`src/rtl/bbox_sample_iter_pkg.sv`:
```
// Shared raster types for the sample-grid iterator: fixed-point formats,
// triangle/box/sample payloads, FSM states and the subsample step helper.
package bbox_sample_iter_pkg;

   localparam int unsigned SIGFIG = 24;
   localparam int unsigned RADIX  = 10;
   localparam int unsigned VERTS  = 3;
   localparam int unsigned AXIS   = 3;
   localparam int unsigned COLORS = 3;

   typedef logic signed [SIGFIG-1:0] sfix_t;
   typedef logic        [SIGFIG-1:0] ufix_t;
   typedef logic signed [SIGFIG:0]   sfix_wide_t;

   typedef sfix_t [VERTS-1:0][AXIS-1:0] tri_t;
   typedef ufix_t [COLORS-1:0]          color_t;

   // x occupies the low word so that index [0]=x, [1]=y
   typedef struct packed {
      sfix_t y;
      sfix_t x;
   } sample_t;

   // ll occupies the low half so that index [0]=lower-left, [1]=upper-right
   typedef struct packed {
      sample_t ur;
      sample_t ll;
   } box_t;

   typedef enum logic {
      WAIT = 1'b0,
      WALK = 1'b1
   } state_e;

   // Distance between neighbouring subsamples in fixed point
   function automatic sfix_t ss_step(input logic [1:0] ss_w_lg2);
      return sfix_t'(ufix_t'(1) << (RADIX - 32'(ss_w_lg2)));
   endfunction

endpackage

```
`src/rtl/bbox_sample_iter_if.sv`:
```
// Bus between the bbox stage (master) and the sample iterator (slave),
// carrying both the R13 triangle handshake and the R14 sample stream.
interface bbox_sample_iter_if;
   import bbox_sample_iter_pkg::*;

   tri_t       tri_R13S;
   color_t     color_R13U;
   box_t       box_R13S;
   logic [1:0] ss_w_lg2_R13U;
   logic       validTri_R13H;
   logic       halt_RnnnnH;

   tri_t       tri_R14S;
   color_t     color_R14U;
   sample_t    sample_R14S;
   logic       validSamp_R14H;

   modport master (
      output tri_R13S, color_R13U, box_R13S, ss_w_lg2_R13U, validTri_R13H,
      input  halt_RnnnnH, tri_R14S, color_R14U, sample_R14S, validSamp_R14H
   );

   modport slave (
      input  tri_R13S, color_R13U, box_R13S, ss_w_lg2_R13U, validTri_R13H,
      output halt_RnnnnH, tri_R14S, color_R14U, sample_R14S, validSamp_R14H
   );

endinterface

```
`src/rtl/bbox_sample_iter_step_next.sv`:
```
// Raster-order successor of a sample inside a box; sums are one bit wider
// than the operands so that stepping past the box edge can never wrap.
module bbox_step_next
   import bbox_sample_iter_pkg::*;
(
   input  sample_t sample_i,
   input  sfix_t   ll_x_i,
   input  sample_t ur_i,
   input  sfix_t   step_i,
   output sample_t next_c,
   output logic    last_x_c,
   output logic    last_y_c,
   output logic    at_last_c
);

   sfix_wide_t sum_x;
   sfix_wide_t sum_y;

   always_comb begin
      sum_x     = sfix_wide_t'(sample_i.x) + sfix_wide_t'(step_i);
      sum_y     = sfix_wide_t'(sample_i.y) + sfix_wide_t'(step_i);
      last_x_c  = sum_x > sfix_wide_t'(ur_i.x);
      last_y_c  = sum_y > sfix_wide_t'(ur_i.y);
      at_last_c = last_x_c && last_y_c;

      next_c = sample_i;
      if (!last_x_c) begin
         next_c.x = sum_x[SIGFIG-1:0];
      end else if (!last_y_c) begin
         next_c.x = ll_x_i;
         next_c.y = sum_y[SIGFIG-1:0];
      end
   end

endmodule

```
`src/rtl/bbox_sample_iter.sv`:
```
// Walks every subsample of an accepted bounding box in raster order, one per
// cycle, stalling upstream until the final sample of the box is presented.
module bbox_sample_iter
   import bbox_sample_iter_pkg::*;
(
   input logic               clk,
   input logic               rst,
   bbox_sample_iter_if.slave bus
);

   state_e  state_q, state_d;
   tri_t    tri_q, tri_d;
   color_t  color_q, color_d;
   sfix_t   ll_x_q, ll_x_d;
   sample_t ur_q, ur_d;
   sfix_t   step_q, step_d;
   sample_t sample_q, sample_d;
   logic    valid_samp_q, valid_samp_d;

   sample_t next_c;
   logic    last_x_c, last_y_c, at_last_c;
   logic    box_empty_c, halt_c, accept_c;

   bbox_step_next u_step_next (
      .sample_i  (sample_q),
      .ll_x_i    (ll_x_q),
      .ur_i      (ur_q),
      .step_i    (step_q),
      .next_c    (next_c),
      .last_x_c  (last_x_c),
      .last_y_c  (last_y_c),
      .at_last_c (at_last_c)
   );

   always_ff @(posedge clk or posedge rst) begin
      if (rst) begin
         state_q      <= WAIT;
         tri_q        <= '0;
         color_q      <= '0;
         ll_x_q       <= '0;
         ur_q         <= '0;
         step_q       <= '0;
         sample_q     <= '0;
         valid_samp_q <= 1'b0;
      end else begin
         state_q      <= state_d;
         tri_q        <= tri_d;
         color_q      <= color_d;
         ll_x_q       <= ll_x_d;
         ur_q         <= ur_d;
         step_q       <= step_d;
         sample_q     <= sample_d;
         valid_samp_q <= valid_samp_d;
      end
   end

   // Halt is low in WAIT and on the final sample, so accepting covers both
   // a fresh start and a gapless hand-over to the next triangle.
   always_comb begin
      state_d  = state_q;
      tri_d    = tri_q;
      color_d  = color_q;
      ll_x_d   = ll_x_q;
      ur_d     = ur_q;
      step_d   = step_q;
      sample_d = sample_q;

      box_empty_c = (bus.box_R13S.ur.x < bus.box_R13S.ll.x) ||
                    (bus.box_R13S.ur.y < bus.box_R13S.ll.y);
      halt_c      = (state_q == WALK) && !at_last_c;
      accept_c    = bus.validTri_R13H && !halt_c && !box_empty_c;

      if (accept_c) begin
         state_d  = WALK;
         tri_d    = bus.tri_R13S;
         color_d  = bus.color_R13U;
         ll_x_d   = bus.box_R13S.ll.x;
         ur_d     = bus.box_R13S.ur;
         step_d   = ss_step(bus.ss_w_lg2_R13U);
         sample_d = bus.box_R13S.ll;
      end else if (state_q == WALK) begin
         if (!at_last_c) begin
            sample_d = next_c;
         end else begin
            state_d = WAIT;
         end
      end

      valid_samp_d = (state_d == WALK);
   end

   assign bus.halt_RnnnnH    = halt_c;
   assign bus.tri_R14S       = tri_q;
   assign bus.color_R14U     = color_q;
   assign bus.sample_R14S    = sample_q;
   assign bus.validSamp_R14H = valid_samp_q;

endmodule

```
`src/flat_wrapper.sv`:
```
// flat-port wrapper written by rule: the top's interface ports become plain ports
module bbox_sample_iter_flat import bbox_sample_iter_pkg::*;
  (clk, rst, bus_tri_R13S, bus_color_R13U, bus_box_R13S, bus_ss_w_lg2_R13U, bus_validTri_R13H, bus_halt_RnnnnH, bus_tri_R14S, bus_color_R14U, bus_sample_R14S, bus_validSamp_R14H);
  bbox_sample_iter_if bus_i ();
  input logic clk;
  input logic rst;
  input wire logic [$bits(bus_i.tri_R13S)-1:0] bus_tri_R13S;
  input wire logic [$bits(bus_i.color_R13U)-1:0] bus_color_R13U;
  input wire logic [$bits(bus_i.box_R13S)-1:0] bus_box_R13S;
  input wire logic [$bits(bus_i.ss_w_lg2_R13U)-1:0] bus_ss_w_lg2_R13U;
  input wire logic [$bits(bus_i.validTri_R13H)-1:0] bus_validTri_R13H;
  output wire logic [$bits(bus_i.halt_RnnnnH)-1:0] bus_halt_RnnnnH;
  output wire logic [$bits(bus_i.tri_R14S)-1:0] bus_tri_R14S;
  output wire logic [$bits(bus_i.color_R14U)-1:0] bus_color_R14U;
  output wire logic [$bits(bus_i.sample_R14S)-1:0] bus_sample_R14S;
  output wire logic [$bits(bus_i.validSamp_R14H)-1:0] bus_validSamp_R14H;
  assign bus_i.tri_R13S = bus_tri_R13S;
  assign bus_i.color_R13U = bus_color_R13U;
  assign bus_i.box_R13S = bus_box_R13S;
  assign bus_i.ss_w_lg2_R13U = bus_ss_w_lg2_R13U;
  assign bus_i.validTri_R13H = bus_validTri_R13H;
  assign bus_halt_RnnnnH = bus_i.halt_RnnnnH;
  assign bus_tri_R14S = bus_i.tri_R14S;
  assign bus_color_R14U = bus_i.color_R14U;
  assign bus_sample_R14S = bus_i.sample_R14S;
  assign bus_validSamp_R14H = bus_i.validSamp_R14H;
  bbox_sample_iter u_core (.clk(clk), .rst(rst), .bus(bus_i));
endmodule
```
`config.mk`:
```
export PLATFORM = sky130hd
export DESIGN_NAME = bbox_sample_iter_flat
export DESIGN_NICKNAME = d
export VERILOG_FILES = /design/src/rtl/bbox_sample_iter_pkg.sv /design/src/rtl/bbox_sample_iter_if.sv /design/src/rtl/bbox_sample_iter_step_next.sv /design/src/rtl/bbox_sample_iter.sv /design/src/flat_wrapper.sv
export SDC_FILE = /design/constraint.sdc
export NUM_CORES = 1
export LEC_CHECK = 0
export CORE_AREA = 8 8 280 282
export CTS_BUF_LIST = sky130_fd_sc_hd__clkbuf_4 sky130_fd_sc_hd__clkbuf_8 sky130_fd_sc_hd__clkbuf_16
export DETAILED_ROUTE_END_ITERATION = 16
export DIE_AREA = 0 0 288 290
export MAX_ROUTING_LAYER = met4
export SYNTH_ARGS = -nofsm -noshare
export SYNTH_HDL_FRONTEND = slang
export SYNTH_HIERARCHICAL = 1
export SYNTH_SLANG_ARGS = --single-unit
```
`constraint.sdc`:
```
create_clock -name clk -period 18.54 [get_ports clk]
set_input_delay 3.708 -clock clk [delete_from_list [all_inputs] [get_ports clk]]
set_output_delay 3.708 -clock clk [all_outputs]
set_load 0.01 [all_outputs]
```
-- Yosys cells after proc, flatten, opt, wreduce, memory -nomap -nowiden
Index checks and enable logic that the tools add are counted.
- reductions and logical operators: 12
- muxes and demuxes: 9
- equality and inequality tests: 3
- shift-type cells: 1
- order comparisons: 4
- $add $sub $neg: 3
- operators by type and width (cell ; count):
    48-bit 2-to-1 mux ; 4
    24-bit by 24-bit adder with 25-bit output ; 2
    25-bit by 24-bit > comparator with 1-bit output ; 2
    24-bit less-than comparator ; 2
    24-bit 2-to-1 mux ; 2
    1-bit by 32-bit left shift with 24-bit output, first input constant ; 1
    4-bit by 2-bit subtractor with 5-bit output, first input constant ; 1
    1-bit logical AND ; 4
    2-bit != test, second input constant ; 2
    4-bit AND reduction ; 1
    2-bit nonzero test ; 2
    1-bit zero test ; 3
    1-bit 2-to-1 mux ; 3
    3-bit != test, second input constant ; 1
    3-bit AND reduction ; 1
    1-bit logical OR ; 1
- input bits: 389
- bits in registers: 433
- word-level logic and storage cells: 51
- output and inout bits: 338

-- Depth between registers and ports, before layout
- depth after elaboration: 10
- gate-level depth with buffers: 28

-- By module
Netlist, hierarchy kept.
- by module, submodules not included (module ; instances ; area an instance (sq um) ; cells each):
    bbox_sample_iter ; 1 ; 18728.0 ; 1179
    bbox_step_next ; 1 ; 4506.8 ; 597

-- Least setup slack after synthesis
Ideal clock, no wire load.
- path kind: register -> output
- start point: register u_core.sample_q, in the netlist u_core/bus.sample_R14S[0]
- end point: output port bus_halt_RnnnnH
- arrival: 4.984 ns
- setup slack: 9.848 ns
- buffers on the path: 4
- required time: 14.832 ns
- cell stages (with the launch flop): 23
- cells stage by stage: dfrtp_1 ha_1 fa_1 a211oi_2 o21ai_2 a31oi_4 o31ai_4 a211o_2 a2111oi_4 nor2_2 xor2_1 ha_1 nand2_1 nor4_1 a41oi_1 a31oi_1 buf_6 clkbuf_1 nor2_1 nand2b_1 clkbuf_1 inv_1 clkbuf_1
- cells in the longest elaborated chain, start to end: 5
- ends and longest elaborated chain (item ; line ; source):
    from (decl) ; bbox_sample_iter.sv:17 ; sample_t sample_q, sample_d;
    from (signal assigned) ; bbox_sample_iter.sv:52 ; sample_q <= sample_d;
    24-bit by 24-bit adder with 25-bit output ; bbox_sample_iter_step_next.sv:20 ; sum_x = sfix_wide_t'(sample_i.x) + sfix_wide_t'(step_i);
    25-bit by 24-bit > comparator with 1-bit output ; bbox_sample_iter_step_next.sv:22 ; last_x_c = sum_x > sfix_wide_t'(ur_i.x);
    1-bit logical AND ; bbox_sample_iter_step_next.sv:24 ; at_last_c = last_x_c && last_y_c;
    via u_core.at_last_c ; bbox_sample_iter.sv:21 ; logic last_x_c, last_y_c, at_last_c;
    1-bit zero test ; bbox_sample_iter.sv:70 ; halt_c = (state_q == WALK) && !at_last_c;
    1-bit logical AND ; bbox_sample_iter.sv:70 ;
    to (decl) ; flat_wrapper.sv:12 ; output wire logic [$bits(bus_i.halt_RnnnnH)-1:0] bus_halt_RnnnnH;
The timed path passes the listed nets, and every way through them passes these cells.

-- Final worst setup path
- start point: register u_core.step_q[4]
- end point: output port bus_halt_RnnnnH
- cells in the longest elaborated chain, start to end: 5
- elaborated cells between the ends (all ways): 7
- those cells by class: 2 x add/sub; 2 x order compare; 3 x reduce/logical
- ends and longest elaborated chain (item ; line ; source):
    from (decl) ; bbox_sample_iter.sv:16 ; sfix_t step_q, step_d;
    from (signal assigned) ; bbox_sample_iter.sv:51 ; step_q <= step_d;
    24-bit by 24-bit adder with 25-bit output (on tied branches) ; bbox_sample_iter_step_next.sv:20, bbox_sample_iter_step_next.sv:21 ;
    25-bit by 24-bit > comparator with 1-bit output (on tied branches) ; bbox_sample_iter_step_next.sv:22, bbox_sample_iter_step_next.sv:23 ;
    1-bit logical AND (*) ; bbox_sample_iter_step_next.sv:24 ;
    via u_core.at_last_c ; bbox_sample_iter.sv:21 ;
    1-bit zero test (*) ; bbox_sample_iter.sv:70 ;
    1-bit logical AND (*) ; bbox_sample_iter.sv:70 ;
Mark *: on every way through the listed nets, which the timed path passes. The rest lies on a longest branch.

==> reports/results.txt <==
The flow ran to the end, and the final reports show no timing, DRC or antenna violations. In this run the critical register-to-register path is captured at u_core/bus.color_R14U[51]. At the end of routability-driven placement, the weighted congestion stood at 0.877. The post-layout instance count excluding filler cells came out at 3552. The tools report the area of the placeable core as 73800 sq um.

The run gives 0 as the number of buffers inserted by post-CTS setup repair. The final layout contains routed wiring with a total length of 85200 um. The tools report the number of DRC violations after detailed-routing iteration 0 as 879.

The average size of a mapped cell came out at 13.1 sq um. The mapped netlist covers 23200 sq um. Setup repair after global routing left no endpoint under its margin. For this run, the detailed router's first-pass iteration total came to 5.

The total power density per cell area came out at 190 nW/um^2. The maximum vdd drop was 0.0977 mV. Clock-pin slew reported for the worst setup and hold paths after clock tree synthesis: 0.06 ns. Registers take 10600 sq um.

For the worst flop-to-flop path, the logic depth is 26. The tools report the data arrival time at the worst-slack endpoint as 7.29 ns. Entering global routing, the biggest net connects 110 pins. The aggregate global routing overflow was 0. The root buffer cell chosen for the clock tree is sky130_fd_sc_hd__clkbuf_16. The tools report the worst setup path endpoint as bus_halt_RnnnnH. The logs give 3431 for the post-placement cell count and 20.2% for the total routing resource utilization after global routing. Number of slew-limit violations in the final report: 0. For the starting density of the core, the log shows 31.5%. The post-detailed-placement half-perimeter wirelength was 67900 um.

The worst setup path is of the reg -> out kind. The type of element capturing the critical path was an output pin. In the final layout, the share of cells above drive strength 1 is 19.5%. The tool flagged a number of max-cap violations equal to 0. The synthesis-to-layout area growth was 41.7%. In the final design database the tool counted 3050 nets.

Synthesis handed over a netlist of 1775 instances. On the final layout, the worst clock skew is 0.0166 ns. After floorplanning, the core was divided into 100 placement rows. The average routed wire per standard cell works out to 24.0 um. At the pin with the least slew margin, the transition time is 1.10 ns. Once detail routing completed, the nets flagged for antenna violations numbered 0. The number of warnings issued by yosys came out at 6. The die is 290 um tall. The analysis attributes to cell leakage a power of 14.9 nW. In the routed design, unresolved DRC markers number 0. Number of buffers inserted for hold repair after clock tree synthesis: 0.

The highest fanout seen on the critical path is 31, and the final-layout setup total negative slack is 0 ns. The clock passes through at most 3 buffers. Using the TritonRoute via totals, the vias-per-cell ratio works out to 4.77.

Summed over all nets, wire length on met3 after detailed routing comes to 7520 um. The min-delay analysis places its worst path in the category reg -> reg. The top layer reached by signal wires was met4. Headroom to the max-slew limit: 26.4%. The maximum level of the CTS H-tree is 2, and the width of the chip is 288 um. The minimum clock period is 11.00 ns, and the boundary pin count is 727. Counting the buffers created by CTS gives 51. Area of combinational cells with multiple inputs: 11300 sq um. Number of antenna violations at the first check in global routing: 40.

For this block, the via count after detailed routing is 16900. The first global-routing pass estimated 124000 um of wire. Across all register-to-register paths, the minimum setup slack is 10.02 ns.

For the source-to-sink clock delay at the later pin of the worst-skew pair, the log shows 0.59 ns. The floorplan step defined a die boundary enclosing 83500 sq um. The count of input and output buffers works out to 726. The tools report the category of the worst setup path launch point as a flip-flop. The share of the clock period used by the worst path after layout was 59.3%. The tools report the post-cts sizing count as 0. Clock tree synthesis found a total of 422 sinks.

The number of filler instances in the final layout is 6795. The tools report the highest achievable clock rate as 0.0909 GHz. For this block, wires on met1 add up to 35000 um. The via count of the first global-routing pass is 18000, and the wire length on met2 is 39900 um. For the count of endpoints failing setup in the final report, the log shows 0.

TritonCTS built the clock tree. Tracing the worst setup path back leads to its startpoint at u_core/step_q[4]. The logs give 14.83 ns for the data required time of the critical path and 0 for the hold violation count in the final report.

Beginning of the worst register-to-register path: u_core/step_q[4].
==> worst min path at each step <==
stage / to / slack [ns] / cells after the start / start
after floorplan: u_core/ur_q[10] / 0.48 / 1 / u_core/ur_q[10]
after global placement: u_core/bus.color_R14U[67] / 0.47 / 1 / u_core/bus.color_R14U[67]
after detailed placement: u_core/bus.color_R14U[67] / 0.47 / 1 / u_core/bus.color_R14U[67]
after CTS: u_core/bus.color_R14U[67] / 0.49 / 1 / u_core/bus.color_R14U[67]
after global routing: u_core/bus.color_R14U[67] / 0.50 / 1 / u_core/bus.color_R14U[67]
final: u_core/bus.color_R14U[67] / 0.49 / 1 / u_core/bus.color_R14U[67]
==> state kept, by name, summed over array words and instances, names as in the netlist <==
register / flops
u_core/bus.color_R14U: 72
u_core/bus.validSamp_R14H: 1
u_core/ur_q: 48
u_core/ll_x_q: 24
u_core/step_q: 13
u_core/bus.tri_R14S: 216
u_core/bus.sample_R14S: 48
==> metal layers <==
layer	track usage [%]	vias to the layer above
met4	7.11	0
met3	6.90	120
li1	-	7864
met1	23.8	8346
met2	32.1	618
met5	-	-
==> power by group <==
group	internal, mW	total (mW)	switching, mW
Combinational	1.91	3.47	1.56
Clock	0.657	1.06	0.403
Sequential	1.39	1.71	0.324
Total	3.96	6.25	2.29
==> layout make-up <==
type / instances / share of cell area, %
tap: 969 / 3.68
timing repair buffer: 743 / 22.5
multi-input combinational: 1154 / 34.4
sequential: 422 / 32.1
clock inverter: 16 / 0.699
clock buffer: 77 / 4.81
antenna: 28 / 0.213
inverter: 143 / 1.65
==> stage by stage <==
stage | area, sq um | util (%) | hold WS (ns) | power, mW | setup WS, ns
final | 32900 | 44.6 | 0.486 | 6.25 | 7.54
after global routing | 32900 | 44.6 | 0.497 | 6.65 | 7.01
after CTS | 32900 | 44.5 | 0.487 | 6.31 | 7.46
after detailed placement | 31000 | 42.0 | 0.474 | 5.19 | 8.11
after global placement | 31000 | 42.0 | 0.466 | 5.16 | 8.39
after floorplan | 23300 | - | 0.482 | 3.82 | 3.08
==> worst max-delay path, cell delays in order, from the launching register on <==
cell and delay (ns):
sky130_fd_sc_hd__dfrtp_1 0.45, sky130_fd_sc_hd__ha_1 0.27, sky130_fd_sc_hd__fa_1 0.45, sky130_fd_sc_hd__a211oi_2 0.29, sky130_fd_sc_hd__o21ai_2 0.15, sky130_fd_sc_hd__a31oi_4 0.22, sky130_fd_sc_hd__o31ai_4 0.12, sky130_fd_sc_hd__a211o_2 0.36
sky130_fd_sc_hd__a2111oi_4 0.33, sky130_fd_sc_hd__nor2_2 0.08, sky130_fd_sc_hd__xor2_1 0.15, sky130_fd_sc_hd__ha_1 0.30, sky130_fd_sc_hd__nand2_1 0.07, sky130_fd_sc_hd__nor4_1 0.47, sky130_fd_sc_hd__a41oi_1 0.24, sky130_fd_sc_hd__a31oi_2 0.49
sky130_fd_sc_hd__buf_4 0.40, sky130_fd_sc_hd__nor2_1 0.06, sky130_fd_sc_hd__nand2b_2 0.18, sky130_fd_sc_hd__buf_4 0.28, sky130_fd_sc_hd__inv_1 0.62, sky130_fd_sc_hd__clkdlybuf4s50_1 0.68
==> layout by cell type (no fill, tap or decap), drive strengths merged, types with 29 or more instances in the layout <==
cell	n
mux2	363
ha	144
dfrtp	422
clkbuf	77
nand3	37
nand2	58
a21oi	66
xnor2	29
o21ai	106
clkdlybuf4s50	726
nor2	50
mux2i	49
inv	144
No activity file was read; power rests on OpenSTA's default activity.
